### config.mk
export PLATFORM = sky130hd
export DESIGN_NAME = eth_firewall
export DESIGN_NICKNAME = d
export VERILOG_FILES = /design/src/rtl/eth_firewall.sv
export SDC_FILE = /design/constraint.sdc
export NUM_CORES = 1
export LEC_CHECK = 0
export ABC_AREA = 1
export CAP_MARGIN = 15
export CORE_MARGIN = 1.5
export CORE_UTILIZATION = 45
export DETAILED_ROUTE_END_ITERATION = 6
export GPL_ROUTABILITY_DRIVEN = 0
export GPL_TIMING_DRIVEN = 0
export HOLD_SLACK_MARGIN = 0.02
export PLACE_DENSITY = 0.64
export SLEW_MARGIN = 0
export SYNTH_ARGS = -nofsm -noshare
export SYNTH_HDL_FRONTEND = slang
export SYNTH_SLANG_ARGS = --single-unit
### constraint.sdc
create_clock -name clk -period 3.9 [get_ports clk]
set_input_delay 0.585 -clock clk [delete_from_list [all_inputs] [get_ports clk]]
set_output_delay 0.585 -clock clk [all_outputs]
set_load 0.005 [all_outputs]
### src/rtl/eth_firewall.sv
// rtl/eth_firewall.sv - Ethernet RX destination-MAC filter that strips the 14-byte header
// Optional FIREWALL_STATS_EN adds frames_accepted/frames_dropped counters.
module eth_firewall #(
  parameter logic [47:0] MAC_ADDR = 48'h69695A065491
) (
  input  logic       clk,
  input  logic       rst,
  input  logic       axiiv,
  input  logic [1:0] axiid,
  output logic       axiov,
  output logic [1:0] axiod
`ifdef FIREWALL_STATS_EN
  ,
  output logic [15:0] frames_accepted,
  output logic [15:0] frames_dropped
`endif
);

  typedef enum logic [2:0] {WAIT_GAP, DST, HDR_SKIP, PAYLOAD, DROP} state_t;

  state_t     state;
  logic [5:0] cnt;
  logic       match_mac;
  logic       match_bcast;
  logic [4:0] dst_idx;
  logic [1:0] mac_dibit;
  logic       mac_hit;
  logic       bcast_hit;
  logic       decide;
  logic       keep;

  // dst_idx is clamped so the MAC lookup stays in range outside the DST phase
  always_comb begin
    dst_idx   = (cnt < 6'd24) ? cnt[4:0] : 5'd0;
    mac_dibit = 2'(MAC_ADDR >> (6'd46 - {dst_idx, 1'b0}));
    mac_hit   = match_mac & (axiid == mac_dibit);
    bcast_hit = match_bcast & (axiid == 2'b11);
    keep      = mac_hit | bcast_hit;
    decide    = axiiv & (state == DST) & (cnt == 6'd23);
  end

  always_ff @(posedge clk) begin
    if (rst) begin
      state       <= WAIT_GAP;
      cnt         <= 6'd0;
      match_mac   <= 1'b1;
      match_bcast <= 1'b1;
      axiov       <= 1'b0;
      axiod       <= 2'b00;
    end else if (!axiiv) begin
      state       <= DST;
      cnt         <= 6'd0;
      match_mac   <= 1'b1;
      match_bcast <= 1'b1;
      axiov       <= 1'b0;
    end else begin
      axiov <= (state == PAYLOAD);
      if (state == PAYLOAD) axiod <= axiid;
      case (state)
        DST: begin
          match_mac   <= mac_hit;
          match_bcast <= bcast_hit;
          cnt         <= cnt + 6'd1;
          if (cnt == 6'd23) state <= keep ? HDR_SKIP : DROP;
        end
        HDR_SKIP: begin
          // counter parks at 55 once the header has been consumed
          if (cnt == 6'd55) state <= PAYLOAD;
          else              cnt   <= cnt + 6'd1;
        end
        default: ;
      endcase
    end
  end

`ifdef FIREWALL_STATS_EN
  always_ff @(posedge clk) begin
    if (rst) begin
      frames_accepted <= 16'd0;
      frames_dropped  <= 16'd0;
    end else if (decide) begin
      if (keep) frames_accepted <= frames_accepted + 16'd1;
      else      frames_dropped  <= frames_dropped + 16'd1;
    end
  end
`endif

endmodule

# After elaboration in Yosys (flattened, before gate mapping)
# Cells that the tools add are included.
[word_totals]
out_inout_bits = 3
elab_cells = 42
memories = 0
latchBits = 0
register_bits = 14
rom_bits = 0
inputBits = 5
mem_bits_rw = 0
[op_classes]
n_reduce_logical = 6
div_mod_pow = 0
n_mul = 0
n_eq_ne = 13
n_addsub = 2
n_mux = 8
shifts = 1
magnitude_cmp = 1
bitwise = 4
[ops]
columns = ["op", "count"]
rows = [
  [">> shifter 47 x 6 -> 2 bit, first input constant", 1],
  ["one-hot mux 6 bit (2 select lines)", 1],
  ["two-way mux 3 bit", 3],
  ["adder 6 x 1 -> 6 bit, second input constant", 1],
  ["== test 3 x 2 -> 1 bit, second input constant", 2],
  ["== test 6 x 5 -> 1 bit, second input constant", 1],
  ["== test 6 bit, second input constant", 1],
  ["less-than comparator 6 x 5 -> 1 bit, second input constant", 1],
  ["two-way mux 6 bit", 1],
  ["one-hot mux 3 bit (2 select lines)", 1],
  ["AND reduction 3 bit", 2],
  ["subtractor 6 bit, first input constant", 1],
  ["two-way mux 5 bit", 1],
  ["inequality test 2 bit, second input constant", 2],
  ["AND reduction 2 bit", 2],
  ["== test 3 x 1 -> 1 bit, second input constant", 1],
  ["inequality test 3 x 1 -> 1 bit, second input constant", 1],
  ["inequality test 3 x 2 -> 1 bit, second input constant", 1],
  ["inequality test 3 bit, second input constant", 1],
  ["bitwise AND 1 bit", 2],
  ["== test 2 bit", 1],
  ["== test 2 bit, second input constant", 1],
  ["inequality test 2 x 1 -> 1 bit, second input constant", 1],
  ["nonzero test 2 bit", 1],
  ["4 further kinds", 4],
]

# Longest topological paths before layout
# Gate-level depths: netlist of the first run.
[depth]
ltp_word = 11
depth_mapped = 14
ltp_nobuf = 14

# Worst setup path before layout of the first run
# OpenSTA, ideal clock, no wires.
[synth_path]
path_kind = "register -> register"
from = "register cnt[3]"
to = "register state[1]"
setup_slack_ns = 2.309
arrival_ns = 1.475
required_ns = 3.784
stages_incl_launch_ff = 15
setup_time_ns = 0.116
path_cell_list = "dfxtp_1 > nand2_2 > nand3_1 > inv_2 > ha_1 > inv_1 > nand4_1 > nand3b_1 > nand3_1 > nand2_1 > nand2_1 > nand3_1 > nand2_1 > nand2_1 > a21oi_2"
[synth_via]
elab_chain_len = 10
word_cells_on_any_way = 15
[synth_lines]
columns = ["item", "line", "text"]
rows = [
  ["start: declaration", "22", "logic [5:0] cnt;"],
  ["start signal: assignment", "63", "cnt <= cnt + 6'd1;"],
  ["start signal: assignment", "69", "else cnt <= cnt + 6'd1;"],
  ["less-than comparator 6 x 5 -> 1 bit", "34", "dst_idx = (cnt < 6'd24) ? cnt[4:0] : 5'd0;"],
  ["two-way mux 5 bit", "34", ""],
  ["subtractor 6 bit", "35", "mac_dibit = 2'(MAC_ADDR >> (6'd46 - {dst_idx, 1'b0}));"],
  [">> shifter 47 x 6 -> 2 bit", "35", ""],
  ["== test 2 bit", "36", "mac_hit = match_mac & (axiid == mac_dibit);"],
  ["bitwise AND 1 bit", "36", ""],
  ["bitwise OR 1 bit", "38", "keep = mac_hit | bcast_hit;"],
  ["two-way mux 3 bit (2 in a row)", "64", "if (cnt == 6'd23) state <= keep ? HDR_SKIP : DROP;"],
  ["one-hot mux 3 bit (2 select lines)", "59", "case (state)"],
  ["end signal: assignment", "64", ""],
  ["end: declaration", "21", "state_t state;"],
]
# Several ways; a longest one is shown, not always the timed one. The select of a mux whose other input is x is not followed.
# A chain may end at the register's enable or synchronous reset.

# Final worst setup path of the first run
[layout_path]
from = "input port axiiv"
to = "register match_mac"
[layout_via]
elab_chain_len = 2
[layout_lines]
columns = ["item", "line", "text"]
rows = [
  ["start: declaration", "8", "input logic axiiv,"],
  ["NOT 1 bit (no line)", "--", ""],
  ["OR reduction 2 bit (no line)", "--", ""],
  ["end signal: assignment", "61", "match_mac <= mac_hit;"],
  ["end: declaration", "23", "logic match_mac;"],
]
# No other way between the ends.

==> impl_results.html, run 1 <==
<table>
<tr><th>Metric</th><th>Value</th></tr>
<tr><th colspan="2">Hold path</th></tr>
<tr><td>Path class of the lowest-slack min-delay path</td><td>reg -&gt; reg</td></tr>
<tr><td>Endpoint with the worst hold slack</td><td>match_bcast</td></tr>
<tr><td>Startpoint of the most critical hold path</td><td>match_bcast</td></tr>
<tr><td>Worst hold path stage count</td><td>2</td></tr>
<tr><th colspan="2">Worst setup path</th></tr>
<tr><td>Cell repeated most along the worst path</td><td>sky130_fd_sc_hd__inv_1</td></tr>
<tr><td>Cell-by-cell trace of the critical path</td><td>clkdlybuf4s50_1 -&gt; inv_1 -&gt; nor2_1 -&gt; inv_1 -&gt; a21oi_1 -&gt; nand2_1</td></tr>
<tr><td>Biggest fanout along the worst timing path</td><td>8</td></tr>
<tr><td>Worst Path Required</td><td>4090 ps</td></tr>
<tr><td>Kind of end point of the critical path</td><td>flop</td></tr>
<tr><td>Destination of the worst register-to-register timing path</td><td>state[1]</td></tr>
<tr><td>Critical-path top delay cell</td><td>sky130_fd_sc_hd__clkdlybuf4s50_1</td></tr>
<tr><td>Nature of the critical path startpoint</td><td>input pin</td></tr>
<tr><td>Critical Path AT</td><td>1970 ps</td></tr>
<tr><td>Startpoint of the lowest-slack register-to-register path</td><td>cnt[3]</td></tr>
<tr><td>Worst reg-to-reg setup slack</td><td>2130 ps</td></tr>
<tr><td>CP top delay family</td><td>buffers and inverters</td></tr>
<tr><td>Crit-path max cell delay</td><td>480 ps</td></tr>
<tr><td>R2r worst-path depth</td><td>14</td></tr>
<tr><td>Sum of buffers and inverters on the critical path</td><td>3</td></tr>
<tr><td>Category of the critical setup timing path</td><td>in -&gt; reg</td></tr>
<tr><th colspan="2">CTS</th></tr>
<tr><td>Setup fix buffers added after clock tree synthesis</td><td>0</td></tr>
<tr><td>Number of clock buffers inserted by TritonCTS</td><td>3</td></tr>
<tr><td>Cts repair resizes</td><td>0</td></tr>
<tr><td>Total number of H-tree levels</td><td>1</td></tr>
<tr><td>Total of hold buffers inserted after clock tree synthesis</td><td>0</td></tr>
<tr><td>Number of buffers between clock root and the deepest sink</td><td>2</td></tr>
<tr><td>CTS Root Buffer Type</td><td>sky130_fd_sc_hd__clkbuf_4</td></tr>
<tr><td>Later-pin clock latency in the skew report</td><td>280 ps</td></tr>
<tr><td>Num Clock Sinks</td><td>14</td></tr>
<tr><td>Clock tree from TritonCTS</td><td>done</td></tr>
<tr><td>Clock-pin slew on the worst setup and hold paths</td><td>90 ps</td></tr>
<tr><th colspan="2">Power and ir drop</th></tr>
<tr><td>Switching power as a share of total power</td><td>0.2415</td></tr>
<tr><td>Leakage dissipation</td><td>0.3924 nW</td></tr>
<tr><td>NetSw</td><td>0.06820 mW</td></tr>
<tr><td>Clock share of power</td><td>0.373</td></tr>
<tr><td>Worst-case vdd ir drop</td><td>0.1876 mV</td></tr>
<tr><td>Sequential power share</td><td>0.524</td></tr>
<tr><td>Gate power share</td><td>0.102</td></tr>
<tr><td>Ratio of total power to cell area</td><td>293.9 mW/mm^2</td></tr>
<tr><td>Post-layout power</td><td>0.2824 mW</td></tr>
<tr><td>Int Pwr</td><td>0.2142 mW</td></tr>
<tr><th colspan="2">Placement</th></tr>
<tr><td>Worst slack after detailed placement</td><td>1805 ps</td></tr>
<tr><td>Number of port buffers</td><td>7</td></tr>
<tr><td>DPL Wire Length</td><td>1244 um</td></tr>
<tr><td>Area after DPL</td><td>924.6 sq um</td></tr>
<tr><th colspan="2">STA</th></tr>
<tr><td>Total count of hold-check failures in the final report</td><td>0</td></tr>
<tr><td>Pins Over Slew Limit</td><td>0</td></tr>
<tr><td>Total of endpoints with negative setup slack in the final report</td><td>0</td></tr>
<tr><td>Achievable Freq</td><td>559.3 MHz</td></tr>
<tr><td>Total negative setup slack</td><td>0 ps</td></tr>
<tr><td>Setup repair after global routing missed its margin</td><td>no</td></tr>
<tr><td>Largest clock skew in the final design</td><td>3.215 ps</td></tr>
<tr><td>Min setup slack post-route</td><td>2112 ps</td></tr>
<tr><td>Tightest Pin Transition</td><td>645.5 ps</td></tr>
<tr><td>Post-route clock period utilization</td><td>0.4584</td></tr>
<tr><td>Max-slew headroom at the worst pin</td><td>0.5657</td></tr>
<tr><td>Clock period minus worst slack</td><td>1788 ps</td></tr>
<tr><th colspan="2">Status</th></tr>
<tr><td>Run status</td><td>complete, no violations</td></tr>
<tr><th colspan="2">Route</th></tr>
<tr><td>Number of optimization iterations in the first detailed-route pass</td><td>4</td></tr>
<tr><td>Starting DRT DRC Count</td><td>13</td></tr>
<tr><td>Per-cell routed wire length</td><td>10.62 um</td></tr>
<tr><td>Drc violations</td><td>0</td></tr>
<tr><td>Antenna viol nets, final</td><td>0</td></tr>
<tr><td>Vias per cell</td><td>5.033</td></tr>
<tr><td>DR vias</td><td>760</td></tr>
<tr><td>Final routed wirelength across all metal layers</td><td>1604 um</td></tr>
<tr><th colspan="2">Cells and area</th></tr>
<tr><td>Cell area after layout</td><td>960.9 sq um</td></tr>
<tr><td>Most frequent standard cell in the layout excluding fill and tap cells</td><td>sky130_fd_sc_hd__nand2_1</td></tr>
<tr><td>Share of post-route cells with drive strength above 1</td><td>0.1587</td></tr>
<tr><td>Area growth from synthesis to layout</td><td>16.72%</td></tr>
<tr><td>Most frequent cells in the layout</td><td>21 x sky130_fd_sc_hd__nand2_1, 18 x sky130_fd_sc_hd__inv_1, 14 x sky130_fd_sc_hd__dfxtp_1</td></tr>
<tr><td>Nets</td><td>135</td></tr>
<tr><td>Antenna diode count</td><td>0</td></tr>
<tr><th colspan="2">Synthesis</th></tr>
<tr><td>Leading cell types by total area after synthesis</td><td>sky130_fd_sc_hd__dfxtp_1 34%, sky130_fd_sc_hd__nand2_1 9.6%, sky130_fd_sc_hd__inv_1 8.2%, sky130_fd_sc_hd__nand3_1 6.7%, sky130_fd_sc_hd__a21oi_1 4.9%</td></tr>
<tr><td>Synthesized-area fraction occupied by adder cells</td><td>0.04559</td></tr>
<tr><td>Synthesized-area fraction occupied by and/or/nand/nor cells</td><td>0.3571</td></tr>
<tr><td>Sequential element share of the synthesized area</td><td>0.3404</td></tr>
<tr><td>Area share of xor/xnor cells in the synthesized design</td><td>0</td></tr>
<tr><td>Post-synthesis compound-gate area fraction</td><td>0.1565</td></tr>
<tr><td>Cell type contributing the most total cell area after synthesis</td><td>sky130_fd_sc_hd__dfxtp_1</td></tr>
<tr><td>Number of synthesized register bits</td><td>14</td></tr>
<tr><td>Mean post-synth cell area</td><td>7.159 sq um</td></tr>
<tr><td>Largest family of logic cells by synthesized area</td><td>simple AND/OR/NAND/NOR gates</td></tr>
<tr><td>Unique cell type count in the Yosys netlist</td><td>25</td></tr>
<tr><td>Post-synthesis instance area</td><td>823.3 sq um</td></tr>
<tr><td>Multiplexer area fraction after synthesis</td><td>0</td></tr>
<tr><td>Yosys warns</td><td>0</td></tr>
<tr><td>Share of the synthesized area in the top cell type</td><td>0.3404</td></tr>
<tr><td>Net count after synthesis</td><td>123</td></tr>
<tr><td>Count of mapped cells out of synthesis</td><td>115</td></tr>
<tr><th colspan="2">Global routing</th></tr>
<tr><td>Leftover overflow at the end of global routing</td><td>0</td></tr>
<tr><td>Number of global-route vias before repair</td><td>698</td></tr>
<tr><td>Total routing resource utilization after global routing</td><td>0.1878</td></tr>
<tr><td>Global-route wire length before repair</td><td>2787 um</td></tr>
<tr><td>Antenna violations before repair</td><td>0</td></tr>
<tr><td>Pin count of the biggest net entering global routing</td><td>11</td></tr>
<tr><th colspan="2">Floorplan</th></tr>
<tr><td>Area of the core</td><td>0.001727 sq mm</td></tr>
<tr><td>Starting utilization of the core area</td><td>0.4768</td></tr>
<tr><td>Num ports</td><td>8</td></tr>
<tr><td>Count of standard-cell rows</td><td>15</td></tr>
<tr><td>Height of the chip</td><td>45.78 um</td></tr>
<tr><td>Overall die area</td><td>0.002095 sq mm</td></tr>
<tr><td>Die extent in x</td><td>45.78 um</td></tr>
<tr><th colspan="2">Run</th></tr>
<tr><td>Number of maximum-capacitance constraint violations</td><td>0</td></tr>
</table>
-- power groups by stage --
stage	logic (mW)	registers (mW)	clock network [mW]
final	0.0289	0.148	0.105
after detailed placement	0.0291	0.151	0
after CTS	0.0294	0.148	0.109
after global placement	0.0282	0.151	0
after floorplan	0.0194	0.151	0
after global routing	0.0346	0.149	0.118
-- routing by layer --
metal / vias up / share of wire / global-route usage
li1: 406 / - / -
met1: 341 / 0.47 / 0.2034
met2: 11 / 0.47 / 0.3239
met3: 2 / 0.045 / 0.07540
met4: 0 / 0.0081 / 0.07429
met5: - / 0 / 0
-- cell usage after synthesis --
cell,instances
sky130_fd_sc_hd__nand3_1,11
sky130_fd_sc_hd__nor3_4,1
sky130_fd_sc_hd__o21ai_0,5
sky130_fd_sc_hd__dfxtp_1,14
sky130_fd_sc_hd__nor4_1,2
sky130_fd_sc_hd__a21oi_4,1
sky130_fd_sc_hd__nand4_2,1
sky130_fd_sc_hd__nor3_2,1
sky130_fd_sc_hd__nand3b_1,1
sky130_fd_sc_hd__o21ai_2,1
sky130_fd_sc_hd__ha_1,3
sky130_fd_sc_hd__nand2_2,1
sky130_fd_sc_hd__nor2_2,1
sky130_fd_sc_hd__nand2_1,21
sky130_fd_sc_hd__or2_4,1
sky130_fd_sc_hd__a21oi_2,2
sky130_fd_sc_hd__a31oi_1,1
sky130_fd_sc_hd__a211oi_1,2
sky130_fd_sc_hd__nor2_1,8
sky130_fd_sc_hd__inv_2,4
sky130_fd_sc_hd__a21oi_1,8
sky130_fd_sc_hd__nand3_2,2
sky130_fd_sc_hd__nor3_1,1
sky130_fd_sc_hd__nand4_1,4
sky130_fd_sc_hd__inv_1,18
-- state kept, by name, summed over array words and instances, names as in the netlist --
signal / flops
match_bcast: 1
axiov: 1
state: 3
axiod: 2
cnt: 6
match_mac: 1
-- kinds of logic after synthesis --
kind of cell	Yosys count
and+or+nand+nor	56
buffers and inverters	22
adders and majority gates	3
AOI/OAI and AO/OA	20
DFF	14
-- final cells by class --
class | count | area (sq um)
Clock buffer | 4 | 36.28
Fill cell | 184 | 765.7
Inverter | 22 | 82.58
Multi-Input combinational cell | 79 | 460.4
Sequential cell | 14 | 280.3
Tap cell | 25 | 31.28
Timing Repair Buffer | 7 | 70.07
-- through the flow --
stage               hold WS, ps  std cells  utilization
floorplan                 429.7        115            -
global placement          457.1        147       0.5355
detailed placement        450.3        147       0.5355
CTS                       471.1        151       0.5565
global route              502.7        151       0.5565
finish                    466.8        151       0.5565
-- worst max-delay path by stage --
stage,startpoint,endpoint,cells past startpoint
floorplan,cnt[3],state[1],14
global placement,axiiv,match_mac,6
detailed placement,axiiv,match_mac,6
CTS,axiiv,match_mac,6
global route,cnt[5],state[1],14
finish,axiiv,match_mac,6
-- tightest hold or removal path: cells and delay by family (launching register included) --
family | cells | cell delay (ps)
DFF | 1 | 340
and+or+nand+nor | 2 | 100
Note: power is estimated with default switching activity, not from simulation.
==> run 2, diff against run 1 <==
clock period = 1.75 ns   (was 3.9 ns; I/O delays follow)
==> impl_results.html, run 2 (synthesis gave the netlist of run 1 again) <==
<table>
<tr><th>Metric</th><th>Value</th></tr>
<tr><th colspan="2">STA</th></tr>
<tr><td>Total count of hold-check failures in the final report</td><td>0 (unchanged)</td></tr>
<tr><td>Worst slack on hold paths</td><td>466.7 ps (was 466.8 ps)</td></tr>
<tr><td>Achievable Freq</td><td>608.8 MHz</td></tr>
<tr><td>Total negative setup slack</td><td>0 ps (unchanged)</td></tr>
<tr><td>Max-slew headroom at the worst pin</td><td>0.5746 (was 0.5657)</td></tr>
<tr><td>Largest clock skew in the final design</td><td>1.817 ps (was 3.215 ps)</td></tr>
<tr><td>Pins Over Slew Limit</td><td>0 (unchanged)</td></tr>
<tr><td>Post-route clock period utilization</td><td>0.9386</td></tr>
<tr><td>Total of endpoints with negative setup slack in the final report</td><td>0 (unchanged)</td></tr>
<tr><td>Clock period minus worst slack</td><td>1643 ps</td></tr>
<tr><td>Tightest Pin Transition</td><td>632.3 ps (was 645.5 ps)</td></tr>
<tr><td>Min setup slack post-route</td><td>107.4 ps (was 2112 ps)</td></tr>
<tr><th colspan="2">Route</th></tr>
<tr><td>Number of optimization iterations in the first detailed-route pass</td><td>4 (unchanged)</td></tr>
<tr><td>Starting DRT DRC Count</td><td>14 (was 13)</td></tr>
<tr><td>DR vias</td><td>810 (was 760)</td></tr>
<tr><td>Vias per cell</td><td>5.127 (was 5.033)</td></tr>
<tr><td>Final routed wirelength across all metal layers</td><td>1822 um (was 1604 um)</td></tr>
<tr><td>Drc violations</td><td>0 (unchanged)</td></tr>
<tr><td>Per-cell routed wire length</td><td>11.53 um (was 10.62 um)</td></tr>
<tr><td>Antenna viol nets, final</td><td>0 (unchanged)</td></tr>
<tr><th colspan="2">Placement</th></tr>
<tr><td>Worst slack after detailed placement</td><td>-22.09 ps (was 1805 ps)</td></tr>
<tr><td>Area after DPL</td><td>924.6 sq um (unchanged)</td></tr>
<tr><td>DPL Wire Length</td><td>1244 um (unchanged)</td></tr>
<tr><td>Number of port buffers</td><td>7 (unchanged)</td></tr>
<tr><th colspan="2">Worst setup path</th></tr>
<tr><td>Destination of the worst register-to-register timing path</td><td>cnt[5] (was state[1])</td></tr>
<tr><td>Worst setup endpoint</td><td>cnt[5] (was match_mac)</td></tr>
<tr><td>Worst Path Required</td><td>1970 ps (was 4090 ps)</td></tr>
<tr><td>Crit. Startpoint</td><td>cnt[0] (was axiiv)</td></tr>
<tr><td>Nature of the critical path startpoint</td><td>flop (was input pin)</td></tr>
<tr><td>Startpoint of the lowest-slack register-to-register path</td><td>cnt[0] (was cnt[3])</td></tr>
<tr><td>Biggest fanout along the worst timing path</td><td>6 (was 8)</td></tr>
<tr><td>R2r worst-path depth</td><td>10 (was 14)</td></tr>
<tr><td>Worst reg-to-reg setup slack</td><td>110 ps (was 2130 ps)</td></tr>
<tr><td>Critical Path AT</td><td>1860 ps (was 1970 ps)</td></tr>
<tr><td>Category of the critical setup timing path</td><td>reg -&gt; reg (was in -&gt; reg)</td></tr>
<tr><td>Kind of end point of the critical path</td><td>flop (unchanged)</td></tr>
<tr><th colspan="2">CTS</th></tr>
<tr><td>Clock tree from TritonCTS</td><td>done (unchanged)</td></tr>
<tr><td>Clock-pin slew on the worst setup and hold paths</td><td>80 ps (was 90 ps)</td></tr>
<tr><td>Num Clock Sinks</td><td>14 (unchanged)</td></tr>
<tr><td>Number of buffers between clock root and the deepest sink</td><td>2 (unchanged)</td></tr>
<tr><td>Total number of H-tree levels</td><td>1 (unchanged)</td></tr>
<tr><td>Later-pin clock latency in the skew report</td><td>280 ps (about the same)</td></tr>
<tr><td>Number of clock buffers inserted by TritonCTS</td><td>3 (unchanged)</td></tr>
<tr><td>Total of hold buffers inserted after clock tree synthesis</td><td>0 (unchanged)</td></tr>
<tr><td>CTS Root Buffer Type</td><td>sky130_fd_sc_hd__clkbuf_4 (unchanged)</td></tr>
<tr><th colspan="2">Global routing</th></tr>
<tr><td>Leftover overflow at the end of global routing</td><td>0 (unchanged)</td></tr>
<tr><td>Global-route wire length before repair</td><td>2787 um (unchanged)</td></tr>
<tr><td>Pin count of the biggest net entering global routing</td><td>11 (unchanged)</td></tr>
<tr><td>Number of global-route vias before repair</td><td>698 (unchanged)</td></tr>
<tr><td>Antenna violations before repair</td><td>0 (unchanged)</td></tr>
<tr><td>Total routing resource utilization after global routing</td><td>0.1878 (unchanged)</td></tr>
<tr><th colspan="2">Cells and area</th></tr>
<tr><td>Cell area after layout</td><td>0.001092 sq mm (was 960.9 sq um)</td></tr>
<tr><td>Most frequent cells in the layout</td><td>17 x sky130_fd_sc_hd__inv_1, 16 x sky130_fd_sc_hd__nand2_1, 9 x sky130_fd_sc_hd__dfxtp_1 (was 21 x sky130_fd_sc_hd__nand2_1, 18 x sky130_fd_sc_hd__inv_1, 14 x sky130_fd_sc_hd__dfxtp_1)</td></tr>
<tr><td>Nets</td><td>142 (was 135)</td></tr>
<tr><td>Registers with the highest flip-flop counts</td><td>cnt x6, state x3, axiod x2 (unchanged)</td></tr>
<tr><td>Antenna diode count</td><td>0 (unchanged)</td></tr>
<tr><td>Area growth from synthesis to layout</td><td>32.67% (was 16.72%)</td></tr>
<tr><td>Share of post-route cells with drive strength above 1</td><td>0.3308 (was 0.1587)</td></tr>
<tr><td>Most frequent standard cell in the layout excluding fill and tap cells</td><td>sky130_fd_sc_hd__inv_1 (was sky130_fd_sc_hd__nand2_1)</td></tr>
<tr><td>Register area</td><td>294.0 sq um (was 280.3 sq um)</td></tr>
<tr><td>Total of fill cells in the finished design</td><td>165 (was 184)</td></tr>
<tr><td>Combined area of the multi-input logic cells</td><td>518.0 sq um (was 460.4 sq um)</td></tr>
<tr><td>Number of flip-flops in the largest register</td><td>6 (unchanged)</td></tr>
<tr><td>Register with the most flip-flops</td><td>cnt (unchanged)</td></tr>
<tr><th colspan="2">Power and ir drop</th></tr>
<tr><td>Ratio of total power to cell area</td><td>582.2 mW/mm^2 (was 293.9 mW/mm^2)</td></tr>
<tr><td>Worst-case vdd ir drop</td><td>0.4079 mV (was 0.1876 mV)</td></tr>
<tr><td>Leakage dissipation</td><td>0.4488 nW (was 0.3924 nW)</td></tr>
<tr><th colspan="2">Hold path</th></tr>
<tr><td>Path class of the lowest-slack min-delay path</td><td>reg -&gt; reg (unchanged)</td></tr>
<tr><th colspan="2">Status</th></tr>
<tr><td>Run status</td><td>complete, no violations (unchanged)</td></tr>
<tr><th colspan="2">Floorplan</th></tr>
<tr><td>Count of standard-cell rows</td><td>15 (unchanged)</td></tr>
<tr><td>Overall die area</td><td>0.002095 sq mm (unchanged)</td></tr>
<tr><td>Die extent in x</td><td>45.78 um (unchanged)</td></tr>
<tr><td>Starting utilization of the core area</td><td>0.4768 (unchanged)</td></tr>
<tr><td>Num ports</td><td>8 (unchanged)</td></tr>
<tr><td>Height of the chip</td><td>45.78 um (unchanged)</td></tr>
<tr><td>Area of the core</td><td>0.001727 sq mm (unchanged)</td></tr>
<tr><th colspan="2">Run</th></tr>
<tr><td>Number of maximum-capacitance constraint violations</td><td>0 (unchanged)</td></tr>
</table>
==> run 2: layer usage <==
layer | track usage | share of wire
met5 | 0 | 0
met4 | 0.07429 | 0.0093
met3 | 0.07540 | 0.037
met2 | 0.3239 | 0.52
met1 | 0.2034 | 0.43
==> run 2: report_power, final <==
group | internal [mW] | switching [mW]
combinational | 0.0315 | 0.0426
clock | 0.127 | 0.108
sequential | 0.320 | 0.00738
==> run 2: critical path: stages (launching register included) <==
cell	delay [ps]
sky130_fd_sc_hd__dfxtp_2	400
sky130_fd_sc_hd__ha_1	180
sky130_fd_sc_hd__nand2_1	100
sky130_fd_sc_hd__nor2_2	140
sky130_fd_sc_hd__nand3_2	110
sky130_fd_sc_hd__a21oi_4	220
sky130_fd_sc_hd__inv_2	60
sky130_fd_sc_hd__nand4_2	80
sky130_fd_sc_hd__or2_4	130
sky130_fd_sc_hd__o21ai_2	50
sky130_fd_sc_hd__a21oi_2	110
==> run 2: repair_timing <==
action | 4_1_cts | 5_1_grt
gates resized for setup | 3 | 23
endpoints found under the setup margin | 1 | 4
buffers inserted | 0 | 7
pin swaps | 0 | 3
==> run 2: worst min path at each step <==
stage / from / to / slack, ps / cells past startpoint
after floorplan: rst / state[0] / 330 / 1
after global placement: match_bcast / match_bcast / 460 / 2
after detailed placement: match_bcast / match_bcast / 450 / 2
after CTS: match_bcast / match_bcast / 470 / 2
after global routing: match_bcast / match_bcast / 500 / 2
final: match_bcast / match_bcast / 470 / 2
==> run 2: layout make-up <==
cell class	instances	area share
multi-input cells	79	0.4742
well taps	25	0.02864
flip-flops and latches	14	0.2692
inverters	22	0.08247
repair buffers	14	0.1123
clock buffers	4	0.03322
==> run 2: stage by stage <==
step / instances / util / power, mW
2_1_floorplan: 115 / - / 0.3798
5_1_grt: 158 / 0.6326 / 0.6755
3_5_place_dp: 147 / 0.5355 / 0.4024
6_report: 158 / 0.6326 / 0.6359
3_3_place_gp: 147 / 0.5355 / 0.4005
4_1_cts: 151 / 0.5594 / 0.6392
==> run 3, diff against run 2 <==
CAP_MARGIN = 20   (was 15)
==> results of run 3 <==
No change in the layout: final DEF, timing and power equal those of run 2.
